[src/rtl/alu_mul_sequencer.sv]
// Repeated-addition 8x8 unsigned multiplier that drives a shared combinational ALU.
// It alternates ADD (acc += mcand) and DEC (count -= 1) until the ALU reports a zero count.
module alu_mul_sequencer #(
    parameter int DATA_W        = 8,
    parameter bit SWAP_OPERANDS = 1'b1
) (
    input  logic              clk,
    input  logic              rst,
    input  logic              start,
    input  logic [DATA_W-1:0] op_a,
    input  logic [DATA_W-1:0] op_b,
    output logic              busy,
    output logic              done,
    output logic [DATA_W-1:0] product,
    output logic              ovf,
    output logic              zero,
    output logic [DATA_W-1:0] alu_a,
    output logic [DATA_W-1:0] alu_b,
    output logic [1:0]        alu_sel,
    input  logic [DATA_W-1:0] alu_result,
    input  logic [3:0]        alu_nzvc
);

    localparam logic [1:0] ALU_ADD = 2'b00;
    localparam logic [1:0] ALU_DEC = 2'b11;

    typedef enum logic [1:0] {
        S_IDLE,
        S_ADD,
        S_DEC,
        S_DONE
    } state_t;

    state_t            state_q;
    logic [DATA_W-1:0] acc_q;
    logic [DATA_W-1:0] mcand_q;
    logic [DATA_W-1:0] count_q;
    logic              ovf_acc_q;

    logic [DATA_W-1:0] mcand_d;
    logic [DATA_W-1:0] count_d;

    // N and V flags play no part in the multiply.
    logic unused_flags;
    assign unused_flags = alu_nzvc[3] ^ alu_nzvc[1];

    // Using the smaller operand as the loop count minimises the number of ADD/DEC pairs.
    always_comb begin
        mcand_d = op_a;
        count_d = op_b;
        if (SWAP_OPERANDS && (op_a < op_b)) begin
            mcand_d = op_b;
            count_d = op_a;
        end
    end

    always_ff @(posedge clk or posedge rst) begin
        if (rst) begin
            state_q   <= S_IDLE;
            acc_q     <= '0;
            mcand_q   <= '0;
            count_q   <= '0;
            ovf_acc_q <= 1'b0;
            product   <= '0;
            ovf       <= 1'b0;
            zero      <= 1'b0;
            busy      <= 1'b0;
            done      <= 1'b0;
            alu_a     <= '0;
            alu_b     <= '0;
            alu_sel   <= ALU_ADD;
        end else begin
            case (state_q)
                S_IDLE: begin
                    if (start) begin
                        mcand_q   <= mcand_d;
                        count_q   <= count_d;
                        acc_q     <= '0;
                        ovf_acc_q <= 1'b0;
                        if (count_d == '0) begin
                            state_q <= S_DONE;
                            done    <= 1'b1;
                            product <= '0;
                            ovf     <= 1'b0;
                            zero    <= 1'b1;
                        end else begin
                            state_q <= S_ADD;
                            busy    <= 1'b1;
                            alu_a   <= '0;
                            alu_b   <= mcand_d;
                            alu_sel <= ALU_ADD;
                        end
                    end
                end
                S_ADD: begin
                    acc_q     <= alu_result;
                    ovf_acc_q <= ovf_acc_q | alu_nzvc[0];
                    state_q   <= S_DEC;
                    alu_a     <= count_q;
                    alu_b     <= '0;
                    alu_sel   <= ALU_DEC;
                end
                S_DEC: begin
                    count_q <= alu_result;
                    // Z on the decrement means the loop count just reached zero.
                    if (alu_nzvc[2]) begin
                        state_q <= S_DONE;
                        busy    <= 1'b0;
                        done    <= 1'b1;
                        product <= acc_q;
                        ovf     <= ovf_acc_q;
                        zero    <= (acc_q == '0);
                        alu_a   <= '0;
                        alu_b   <= '0;
                        alu_sel <= ALU_ADD;
                    end else begin
                        state_q <= S_ADD;
                        alu_a   <= acc_q;
                        alu_b   <= mcand_q;
                        alu_sel <= ALU_ADD;
                    end
                end
                S_DONE: begin
                    state_q <= S_IDLE;
                    done    <= 1'b0;
                end
                default: begin
                    state_q <= S_IDLE;
                    busy    <= 1'b0;
                    done    <= 1'b0;
                end
            endcase
        end
    end

endmodule

[config.mk]
export PLATFORM = sky130hd
export DESIGN_NAME = alu_mul_sequencer
export DESIGN_NICKNAME = d
export VERILOG_FILES = /design/src/rtl/alu_mul_sequencer.sv
export SDC_FILE = /design/constraint.sdc
export NUM_CORES = 1
export LEC_CHECK = 0
export ABC_CLOCK_PERIOD_IN_PS = 4220
export CORE_MARGIN = 8
export CORE_UTILIZATION = 28
export CTS_CLUSTER_SIZE = 24
export DETAILED_ROUTE_END_ITERATION = 10
export GPL_TIMING_DRIVEN = 0
export SLEW_MARGIN = 10
export SYNTH_ARGS = -nofsm -noshare
export SYNTH_HDL_FRONTEND = slang
export SYNTH_SLANG_ARGS = --single-unit
[constraint.sdc]
create_clock -name clk -period 4.22 [get_ports clk]
set_input_delay 0.844 -clock clk [delete_from_list [all_inputs] [get_ports clk]]
set_output_delay 0.844 -clock clk [all_outputs]
set_load 0.02 [all_outputs]
# Word-level counts from Yosys, hierarchy flattened
# Index checks and enable logic that the tools add are counted.
[op_classes]
bitwise = 1
muxes = 41
magnitude_cmp = 1
n_reduce_logical = 14
n_eq_ne = 7
[ops]
columns = ["operator", "n"]
rows = [
  ["8-bit two-way mux", 13],
  ["8-bit case mux with 2 select lines", 3],
  ["8-bit case mux with 3 select lines", 2],
  ["8-bit logical NOT", 2],
  ["4-bit AND reduction", 3],
  ["1-bit two-way mux", 11],
  ["2-bit two-way mux", 5],
  ["8-bit < comparator", 1],
  ["2-bit inequality test, second input constant", 4],
  ["1-bit case mux with 2 select lines", 4],
  ["2-bit case mux with 4 select lines", 1],
  ["2-bit case mux with 3 select lines", 1],
  ["2-bit AND reduction", 3],
  ["3-bit nonzero test", 2],
  ["2-bit == test, second input constant", 2],
  ["2-bit nonzero test", 2],
  ["1-bit case mux with 3 select lines", 1],
  ["3-bit AND reduction", 1],
  ["2-bit by 1-bit == test with 1-bit output, second input constant", 1],
  ["2-bit logical NOT", 1],
  ["1-bit bitwise OR", 1],
]
[totals]
reg_bits = 57
output_inout_bits = 30
in_bits = 31
wordCells = 77

# Longest topological paths before layout
# Gate-level depths: netlist of the first run.
[logic_depth]
ltp_word = 6
mapped_depth = 9

# Worst setup path before layout of the first run
# Ideal clock, no wire load.
[synth_timing]
path_kind = "input-to-reg"
from = "input op_b[1]"
to = "register alu_a[7]"
cell_stages = 8
path_buffers = 2
path_slack_ns = 1.564
arrival_ns = 2.531
cell_sequence = "inv_1 ha_1 a2111oi_4 o32a_1 a41o_1 buf_6 buf_8 mux2_4"
[synth_via]
elab_chain_cells = 5
[synth_lines]
columns = ["element", "line", "text"]
rows = [
  ["from (decl)", "11", "input logic [DATA_W-1:0] op_b,"],
  ["8-bit < comparator", "51", "if (SWAP_OPERANDS && (op_a < op_b)) begin"],
  ["8-bit two-way mux (*)", "51", ""],
  ["8-bit logical NOT (*)", "80", "if (count_d == '0) begin"],
  ["2-bit inequality test (no source line) (*)", "-", ""],
  ["3-bit AND reduction (no source line) (*)", "-", ""],
  ["to (signal assigned)", "99", "alu_a <= count_q;"],
  ["to (signal assigned)", "118", "alu_a <= acc_q;"],
  ["to (decl)", "17", "output logic [DATA_W-1:0] alu_a,"],
]
# Mark *: on every way between the ends. The rest lies on a longest branch, timed or not.
# A chain may end at the register's enable or synchronous reset.

# Final worst setup path of the first run
[layout_timing]
from = "input op_b[2]"
to = "register alu_b[0]"
[layout_via]
elab_chain_cells = 5
word_cells_on_any_way = 9
cone_classes = "order compare: 1; eq/ne: 1; mux: 5; reduce/logical: 2"
[layout_lines]
columns = ["element", "line", "text"]
rows = [
  ["8-bit < comparator", "51", ""],
  ["8-bit two-way mux", "51", ""],
  ["8-bit logical NOT or 8-bit two-way mux (tied branches)", "80", ""],
  ["2-bit inequality test (no source line) or 8-bit two-way mux (tied branches)", "-", ""],
  ["3-bit AND reduction (no source line) or 8-bit case mux with 3 select lines (tied branches)", "-", ""],
  ["to (signal assigned)", "90", "alu_b <= mcand_d;"],
  ["to (signal assigned)", "119", "alu_b <= mcand_q;"],
  ["to (decl)", "18", "output logic [DATA_W-1:0] alu_b,"],
]
# Parallel ways exist; a longest one is shown, timed or not. The select of a mux whose other input is x is not followed.

==> results.py, run 1 <==
metrics = {
    "finish": {
        "final_util_pct": 36.79,
        "antenna_cells": 0,
        "fin_area_sq_um": 4183,
        "fin_nets": 436,
        "layout-drive-gt1-share_pct": 6.582,
        "final_cells": 538,
        "syn_to_final_growth_pct": 29.27,
    },
    "yosys": {
        "synthSimpleGateAreaFrac_pct": 12.49,
        "synthXorXnorAreaFrac_pct": 0,
        "syn-num-nets": 370,
        "yosysSeqAreaShare_pct": 43.31,
        "synth.top_cell.area_share_pct": 43.31,
        "synth-compound-area-share_pct": 21.66,
        "netlist_instances": 328,
        "syn_area_sq_um": 3236,
        "synth_seq_cells": 56,
        "avgSynthCellArea_sq_um": 9.865,
        "synthMuxAreaShare_pct": 11.10,
        "synth_area_leader_cell": "dfrtp_1",
        "synthTopCellsByArea": "dfrtp_1 43%, mux2i_1 7.7%, ha_1 4.3%",
        "synth_top_family_by_area": "compound AO/OA/AOI/OAI gates",
        "synth_warnings": 0,
        "synth_cell_types": 45,
        "synth_fa_ha_area_share_pct": 4.254,
    },
    "timing": {
        "setup_viol": 0,
        "worst_slack_ns": 0.7039,
        "hold_violations": 0,
        "max_freq_mhz": 284.4,
        "rsz0062_at_grt": "false",
        "slew_headroom_pct": 26.11,
        "holdWs_ns": 0.4774,
        "worstMarginPinSlew_ns": 1.100,
        "fin_crit_sh_pct": 83.32,
        "fin_tns_setup_ns": 0,
        "skew_ns": 0.003283,
        "period_minus_slack_ns": 3.516,
        "maxSlewViolCount": 0,
    },
    "detailed_routing": {
        "ant_nets": 0,
        "drt_iter0_drc": 228,
        "wl_met2_um": 4403,
        "drt-pass1-iter-count": 4,
        "vias": 2774,
        "drc": 0,
        "wirelength_met1_um": 4228,
        "wl_per_cell_um": 17.53,
        "met3_wirelength_um": 674,
        "vias_per_cell": 5.156,
        "wl_um": 9432,
        "top_layer": "met4",
    },
    "cts": {
        "cts_root_buf": "clkbuf_16",
        "tritoncts": "done",
        "clkTransAtPathRegs_ns": 0.07,
        "cts_setup_buffers": 0,
        "clkLatencyLatePin_ns": 0.29,
        "clockBufferDepth": 2,
        "numCtsBuffers": 5,
        "h-tree-depth": 2,
        "cts_resized": 0,
        "cts_hold_buf": 0,
        "cts_sinks": 56,
    },
    "critical_path": {
        "worst-setup-path-type": "in2reg",
        "cpPeakStageDelay_ns": 0.60,
        "critPathCaptureType": "flop",
        "slowest_stage": "clkdlybuf4s50_1",
        "worstPathArrival_ns": 3.68,
        "cp_cell_sequence": "clkdlybuf4s50_1 > inv_1 > ha_1 > o21a_1 > o21bai_1 > clkbuf_1 > o21ai_1 > buf_2 > a311oi_1 > mux2i_1",
        "required_ns": 4.38,
        "crit_path_start_kind": "primary input",
        "critPathMaxFanout": 10,
    },
    "outcome": {
        "status": "completed",
    },
    "pwr": {
        "ir_drop_v": 0.0002643,
        "p_leak_nw": 1.765,
        "total_power_mw": 2.805,
        "powerDensity_nw_per_um2": 670.6,
    },
    "die": {
        "core-area_sq_um": 11370,
        "die_area_sq_um": 15250,
        "die_h_um": 123.5,
        "io_pins": 61,
        "die_x_um": 123.5,
        "rows": 39,
        "start_util_pct": 28.46,
    },
    "min_path": {
        "hp-class": "reg2reg",
    },
    "place": {
        "gp_congestion": 0.8019,
        "place_worst_setup_slack_ns": 0.4296,
        "placed_area_sq_um": 4015,
        "dp_hpwl_um": 6979,
        "placed_cells_incl_taps": 530,
        "io_buffers": 58,
    },
    "global_route": {
        "grt_pass1_wl_um": 15190,
        "overflow": 0,
        "track_usage_pct": 12.74,
        "first_global_vias": 2819,
        "antenna_found_initial": 0,
        "grt_max_degree": 39,
    },
    "flow_run": {
        "max_cap_viol_count": 0,
    },
}
worst paths after layout:
kind                            cells after the start  slack (ns)    endpoint       start
worst max-delay path                               10        0.70    alu_b[0]     op_b[2]
worst min-delay path                                2        0.48  mcand_q[5]  mcand_q[5]
worst max register to register                      7        1.64         ovf  state_q[0]
worst min register to register                      2        0.48  mcand_q[5]  mcand_q[5]
max in group asynchronous                           3        2.80  count_q[2]         rst
min in group asynchronous                           2        0.87    alu_b[5]         rst
registers in the layout, summed over array words and instances, names as in the netlist, 2 cells and up:
| name | cells |
|---|---|
| alu_b | 8 |
| count_q | 8 |
| alu_a | 8 |
| state_q | 2 |
| mcand_q | 8 |
| product | 8 |
| acc_q | 8 |
cell usage in the layout, fill, tap and decap left out, types with 5 or more instances in the layout:
cell type	n
clkdlybuf4s50_1	58
dfrtp_1	56
inv_1	32
nand2_1	25
mux2i_1	25
o21ai_0	21
clkbuf_1	15
a21oi_1	15
nor2_1	13
ha_1	11
nand3_1	10
o221ai_1	10
and3_1	9
a22o_1	8
o2111a_1	8
a311oi_1	8
a22oi_1	8
nand3b_1	8
mux2_2	5
clkbuf_16	5
per-layer routing:
layer  global-route usage (%)  vias to the layer above
met5                        0                        -
met4                    3.612                        0
met3                    3.105                       11
met2                    20.45                       84
met1                    16.69                     1348
li1                         -                     1331
where the power goes:
part	total, mW	switching, mW	internal, mW	leakage, nW
clock	0.483	0.200	0.283	0.0815
sequential	0.888	0.141	0.747	0.701
combinational	1.43	0.821	0.613	0.983
Yosys cell counts, drive strengths merged:
master   count
ha          11
o21bai       1
a22o         8
nand3b       8
o2111ai      1
nor3         1
a311oi       8
clkinv       1
buf          7
o32a         1
nor2        13
nand4        1
a41o         1
o221ai      10
o31ai        1
and2         2
o22ai        1
o21ai       24
mux2         9
nor2b        1
a21oi       15
and3         9
nand2       25
a2111oi      1
nand2b       2
o21a         2
clkbuf      14
nand3       10
nor4         4
a22oi        8
dfrtp       56
o211ai       4
or4          2
inv         33
o2111a       8
mux2i       25
cell families (layout without fill, tap and decap cells):
logic type	count (synthesis)	after routing
flops	56	56
compound gates	94	94
fa+ha+maj	11	11
mux	34	34
buf+inv	55	122
simple gates	78	78
cell type report:
cell class | count | area [sq um]
buffer | 21 | 105.1
clock buffer | 6 | 128.9
clock inverter | 2 | 38.79
fill | 1157 | 7187
inverter | 34 | 127.6
multi-input combinational | 217 | 1602
sequential | 56 | 1401
tap | 143 | 178.9
timing repair buffer | 59 | 600.6
worst max-delay path, delay by kind of cell:
kind                       cells  cell delay, ns
adders and majority gates      1            0.27
AOI/OAI and AO/OA              4            1.04
buffers and inverters          4            1.38
muxes                          1            0.13
(Power assumes the default switching activity.)
==> inputs of run 2 (changes only) <==
--- a/config.mk
+++ b/config.mk
@@ -5,7 +5,7 @@
 export SDC_FILE = /design/constraint.sdc
 export NUM_CORES = 1
 export LEC_CHECK = 0
-export ABC_CLOCK_PERIOD_IN_PS = 4220
+export ABC_CLOCK_PERIOD_IN_PS = 3400
 export CORE_MARGIN = 8
 export CORE_UTILIZATION = 28
 export CTS_CLUSTER_SIZE = 24
==> constraint.sdc (replaced) <==
create_clock -name clk -period 3.4 [get_ports clk]
set_input_delay 0.68 -clock clk [delete_from_list [all_inputs] [get_ports clk]]
set_output_delay 0.68 -clock clk [all_outputs]
set_load 0.02 [all_outputs]
==> run 2 against run 1 <==
Effect of this change: hold slack better by 0.0024 ns; non-clock buffer count unchanged; critical endpoint unchanged; largest cell class unchanged; highest routed layer unchanged; critical path type unchanged; core utilization about the same; largest power group unchanged; via count grew 0.54%.
==> results.py, run 2 (synthesis gave the netlist of run 1 again) <==
metrics = {
    "pwr": {
        "total_power_mw": 3.478,
        "p_leak_nw": 1.770,
        "powerDensity_nw_per_um2": 830.5,
        "ir_drop_v": 0.0003276,
    },
    "place": {
        "place_worst_setup_slack_ns": -0.2264,
        "dp_hpwl_um": 6979,
        "io_buffers": 58,
        "gp_congestion": 0.8019,
        "placed_cells_incl_taps": 530,
        "placed_area_sq_um": 4015,
    },
    "finish": {
        "layout-drive-gt1-share_pct": 7.089,
        "antenna_cells": 0,
        "fin_nets": 436,
        "final_cells": 538,
        "fin_area_sq_um": 4188,
        "fillers": 1157,
        "layout_common_cells": "58 x clkdlybuf4s50_1, 56 x dfrtp_1, 32 x inv_1, 25 x nand2_1, 25 x mux2i_1",
        "layout_commonest_cell": "clkdlybuf4s50_1",
        "final_util_pct": 36.83,
        "syn_to_final_growth_pct": 29.43,
    },
    "detailed_routing": {
        "vias_per_cell": 5.184,
        "ant_nets": 0,
        "top_layer": "met4",
        "drc": 0,
        "met3_wirelength_um": 697,
        "wl_per_cell_um": 17.54,
        "wl_um": 9435,
        "drt_iter0_drc": 207,
        "wl_met2_um": 4409,
        "drt-pass1-iter-count": 4,
        "vias": 2789,
        "wirelength_met1_um": 4205,
    },
    "critical_path": {
        "r2r-start": "state_q[0]",
        "cp_cell_sequence": "clkdlybuf4s50_1 > inv_1 > ha_1 > o21a_1 > o21bai_1 > clkbuf_1 > o21ai_2 > buf_2 > a311oi_1 > mux2i_1",
        "r2r_cells": 7,
        "critPathMaxFanout": 10,
        "slowest_stage": "clkdlybuf4s50_1",
        "required_ns": 3.56,
        "r2r_slack_ns": 0.83,
        "critPathCaptureType": "flop",
        "worst-setup-path-type": "in2reg",
        "rr_endpoint": "ovf",
        "worstPathArrival_ns": 3.40,
        "crit_path_start_kind": "primary input",
        "cpPeakStageDelay_ns": 0.59,
    },
    "global_route": {
        "track_usage_pct": 12.74,
        "first_global_vias": 2819,
        "grt_pass1_wl_um": 15190,
        "antenna_found_initial": 0,
        "overflow": 0,
        "grt_max_degree": 39,
    },
    "die": {
        "die_x_um": 123.5,
        "die_h_um": 123.5,
        "io_pins": 61,
        "rows": 39,
        "core-area_sq_um": 11370,
        "die_area_sq_um": 15250,
        "start_util_pct": 28.46,
    },
    "timing": {
        "worst_slack_ns": 0.1586,
        "skew_ns": 0.003374,
        "fin_crit_sh_pct": 95.34,
        "slew_headroom_pct": 26.07,
        "holdWs_ns": 0.4797,
        "period_minus_slack_ns": 3.241,
        "worstMarginPinSlew_ns": 1.100,
        "max_freq_mhz": 308.5,
        "fin_tns_setup_ns": 0,
        "hold_violations": 0,
        "maxSlewViolCount": 0,
        "setup_viol": 0,
        "rsz0062_at_grt": "false",
    },
    "cts": {
        "clkLatencyLatePin_ns": 0.29,
        "h-tree-depth": 2,
        "cts_root_buf": "clkbuf_16",
        "cts_setup_buffers": 0,
        "clockBufferDepth": 2,
        "cts_sinks": 56,
        "clkTransAtPathRegs_ns": 0.07,
        "tritoncts": "done",
        "numCtsBuffers": 5,
    },
    "min_path": {
        "hold_depth": 2,
        "min_from": "mcand_q[2]",
        "hold-path-endpoint": "mcand_q[2]",
        "hp-class": "reg2reg",
    },
    "outcome": {
        "status": "completed",
    },
    "flow_run": {
        "max_cap_viol_count": 0,
    },
}
[run 2: worst max-delay path by stage]
stage               startpoint    endpoint  cells past startpoint
CTS                    op_b[7]  count_q[5]                     10
global placement       op_b[7]  count_q[5]                     10
finish                 op_b[2]    alu_b[0]                     10
detailed placement     op_b[7]  count_q[5]                     10
floorplan              op_b[1]    alu_a[7]                      8
global route           op_b[2]    alu_b[0]                     10
[run 2: critical path, delay by kind of cell]
family / cells / cell delay (ns)
adder cells (fa/ha/maj): 1 / 0.27
AO/OA/AOI/OAI: 4 / 0.97
multiplexers: 1 / 0.13
buffers and inverters: 4 / 1.34
[run 2: final cells by class]
class	instances	area [sq um]	area share [%]
Buffer	21	106.4	2.540
Clock buffer	6	128.9	3.077
Clock inverter	2	38.79	0.9262
Inverter	34	127.6	3.047
Multi-Input combinational cell	217	1605	38.33
Sequential cell	56	1401	33.46
Tap cell	143	178.9	4.272
Timing Repair Buffer	59	600.6	14.34
[run 2: metal layers]
metal	GRT usage, %	vias to the layer above
met3	3.105	12
met4	3.612	0
li1	-	1337
met2	20.45	87
met5	0	-
met1	16.69	1353
[run 2: repair_timing]
action | CTS | global route
gates resized for setup | 0 | 3
endpoints found under the setup margin | 0 | 15
hold buffers | 0 | 0
[run 2: power breakdown]
group | internal (mW) | switching, mW
clock | 0.351 | 0.247
sequential | 0.928 | 0.176
combinational | 0.761 | 1.02
==> inputs of run 3 (changes only) <==
--- a/config.mk
+++ b/config.mk
@@ -6,7 +6,7 @@
 export NUM_CORES = 1
 export LEC_CHECK = 0
 export ABC_CLOCK_PERIOD_IN_PS = 3400
-export CORE_MARGIN = 8
+export CORE_MARGIN = 5
 export CORE_UTILIZATION = 28
 export CTS_CLUSTER_SIZE = 24
 export DETAILED_ROUTE_END_ITERATION = 10
==> run 3 against run 2 <==
Effect of this change: register-to-register slack improved by 0.05 ns; final cell count unchanged; core utilization decreased by 0.20 points; combinational power about the same; wire length decreased by 2.6%; sequential share of layout area increased by 0.18 points; critical path type unchanged; largest cell class unchanged.
==> results.py, run 3 (synthesis gave the netlist of run 1 again) <==
metrics = {
    "outcome": {
        "status": "completed",
    },
    "timing": {
        "max_freq_mhz": 307.3,
        "hold_violations": 0,
        "worst_slack_ns": 0.1455,
        "worstMarginPinSlew_ns": 1.067,
        "rsz0062_at_grt": "false",
        "slew_headroom_pct": 28.29,
        "period_minus_slack_ns": 3.254,
        "maxSlewViolCount": 0,
        "fin_tns_setup_ns": 0,
        "holdWs_ns": 0.4776,
        "fin_crit_sh_pct": 95.72,
        "skew_ns": 0.004217,
        "setup_viol": 0,
    },
    "cts": {
        "numCtsBuffers": 5,
        "clkLatencyLatePin_ns": 0.29,
        "clkTransAtPathRegs_ns": 0.07,
        "h-tree-depth": 2,
        "cts_sinks": 56,
        "tritoncts": "done",
        "clockBufferDepth": 2,
        "cts_setup_buffers": 0,
        "cts_root_buf": "clkbuf_16",
    },
    "finish": {
        "fin_nets": 436,
        "antenna_cells": 0,
        "layout_commonest_cell": "clkdlybuf4s50_1",
        "fin_area_sq_um": 4165,
        "layout_common_cells": "58 x clkdlybuf4s50_1, 56 x dfrtp_1, 32 x inv_1, 25 x nand2_1, 25 x mux2i_1",
        "final_util_pct": 36.63,
        "syn_to_final_growth_pct": 28.73,
        "layout-drive-gt1-share_pct": 7.089,
    },
    "flow_run": {
        "max_cap_viol_count": 0,
    },
    "die": {
        "die_x_um": 117.5,
        "die_area_sq_um": 13810,
        "core-area_sq_um": 11370,
        "die_h_um": 117.5,
        "io_pins": 61,
        "start_util_pct": 28.46,
        "rows": 39,
    },
    "detailed_routing": {
        "vias_per_cell": 5.243,
        "vias": 2821,
        "drt_iter0_drc": 164,
        "drt-pass1-iter-count": 4,
        "wl_um": 9188,
        "drc": 0,
        "ant_nets": 0,
        "wl_per_cell_um": 17.08,
    },
    "global_route": {
        "track_usage_pct": 13.51,
        "overflow": 0,
        "grt_pass1_wl_um": 15570,
        "first_global_vias": 2967,
        "antenna_found_initial": 0,
        "grt_max_degree": 39,
    },
    "critical_path": {
        "crit_path_start_kind": "primary input",
        "critPathMaxFanout": 10,
        "worst-setup-path-type": "in2reg",
        "worstPathArrival_ns": 3.41,
        "critPathCaptureType": "flop",
        "required_ns": 3.56,
    },
    "pwr": {
        "ir_drop_v": 0.0003958,
        "powerDensity_nw_per_um2": 813.3,
        "p_leak_nw": 1.755,
    },
    "min_path": {
        "hp-class": "reg2reg",
    },
    "place": {
        "gp_congestion": 0.9155,
        "dp_hpwl_um": 6824,
        "place_worst_setup_slack_ns": -0.2277,
        "io_buffers": 58,
        "placed_area_sq_um": 4015,
    },
}
run 3: changes by cell type in the layout (fill, tap and decap cells not counted), sizes merged:
cell      delta
bufinv       -1
clkinv       +1
clkinvlp     +1
inv          -1
run 3: worst paths after layout:
path | startpoint | end | slack (ns) | cells past startpoint
setup / recovery | op_b[7] | alu_b[0] | 0.15 | 10
hold / removal | mcand_q[1] | mcand_q[1] | 0.48 | 2
setup reg to reg | state_q[0] | zero | 0.88 | 7
hold reg to reg | mcand_q[1] | mcand_q[1] | 0.48 | 2
max in group asynchronous | rst | count_q[7] | 2.11 | 3
min in group asynchronous | rst | alu_b[4] | 0.73 | 2
run 3: layout make-up:
type / instances / area, sq um
well taps: 143 / 178.9
multi-input cells: 217 / 1605
flip-flops and latches: 56 / 1401
fillers: 1165 / 7204
clock buffers: 6 / 128.9
clock inverters: 2 / 16.27
plain buffers: 21 / 106.4
repair buffers: 59 / 600.6
inverters: 34 / 127.6
run 3: layer usage:
layer	vias to the layer above	routed length, um	global-route usage [%]
li1	1337	-	-
met1	1373	4139	18.23
met2	98	4281	21.85
met3	13	601	3.364
met4	0	165	3.154
met5	-	0	0
run 3: report_power, final:
group / switching [mW] / total (mW) / leakage, nW / internal (mW)
Sequential: 0.178 / 1.11 / 0.701 / 0.928
Combinational: 1.00 / 1.76 / 0.987 / 0.761
Clock: 0.243 / 0.519 / 0.0671 / 0.275
run 3: per-stage QoR:
step	power [mW]	cells
after global routing	3.629	538
after global placement	2.849	529
after CTS	3.414	538
after detailed placement	2.885	530
final	3.387	538
after floorplan	2.237	328
run 3: critical path, cell delays in order:
cell	delay (ns)
clkdlybuf4s50_1	0.60
inv_1	0.07
ha_1	0.31
nand4_1	0.15
o21bai_1	0.15
clkbuf_1	0.44
o21ai_2	0.17
buf_2	0.25
a311oi_1	0.45
mux2i_1	0.13
run 3: what timing repair did:
action,in CTS,in global routing
hold buffers,0,0
resized for setup,0,3
setup endpoints to repair,0,16
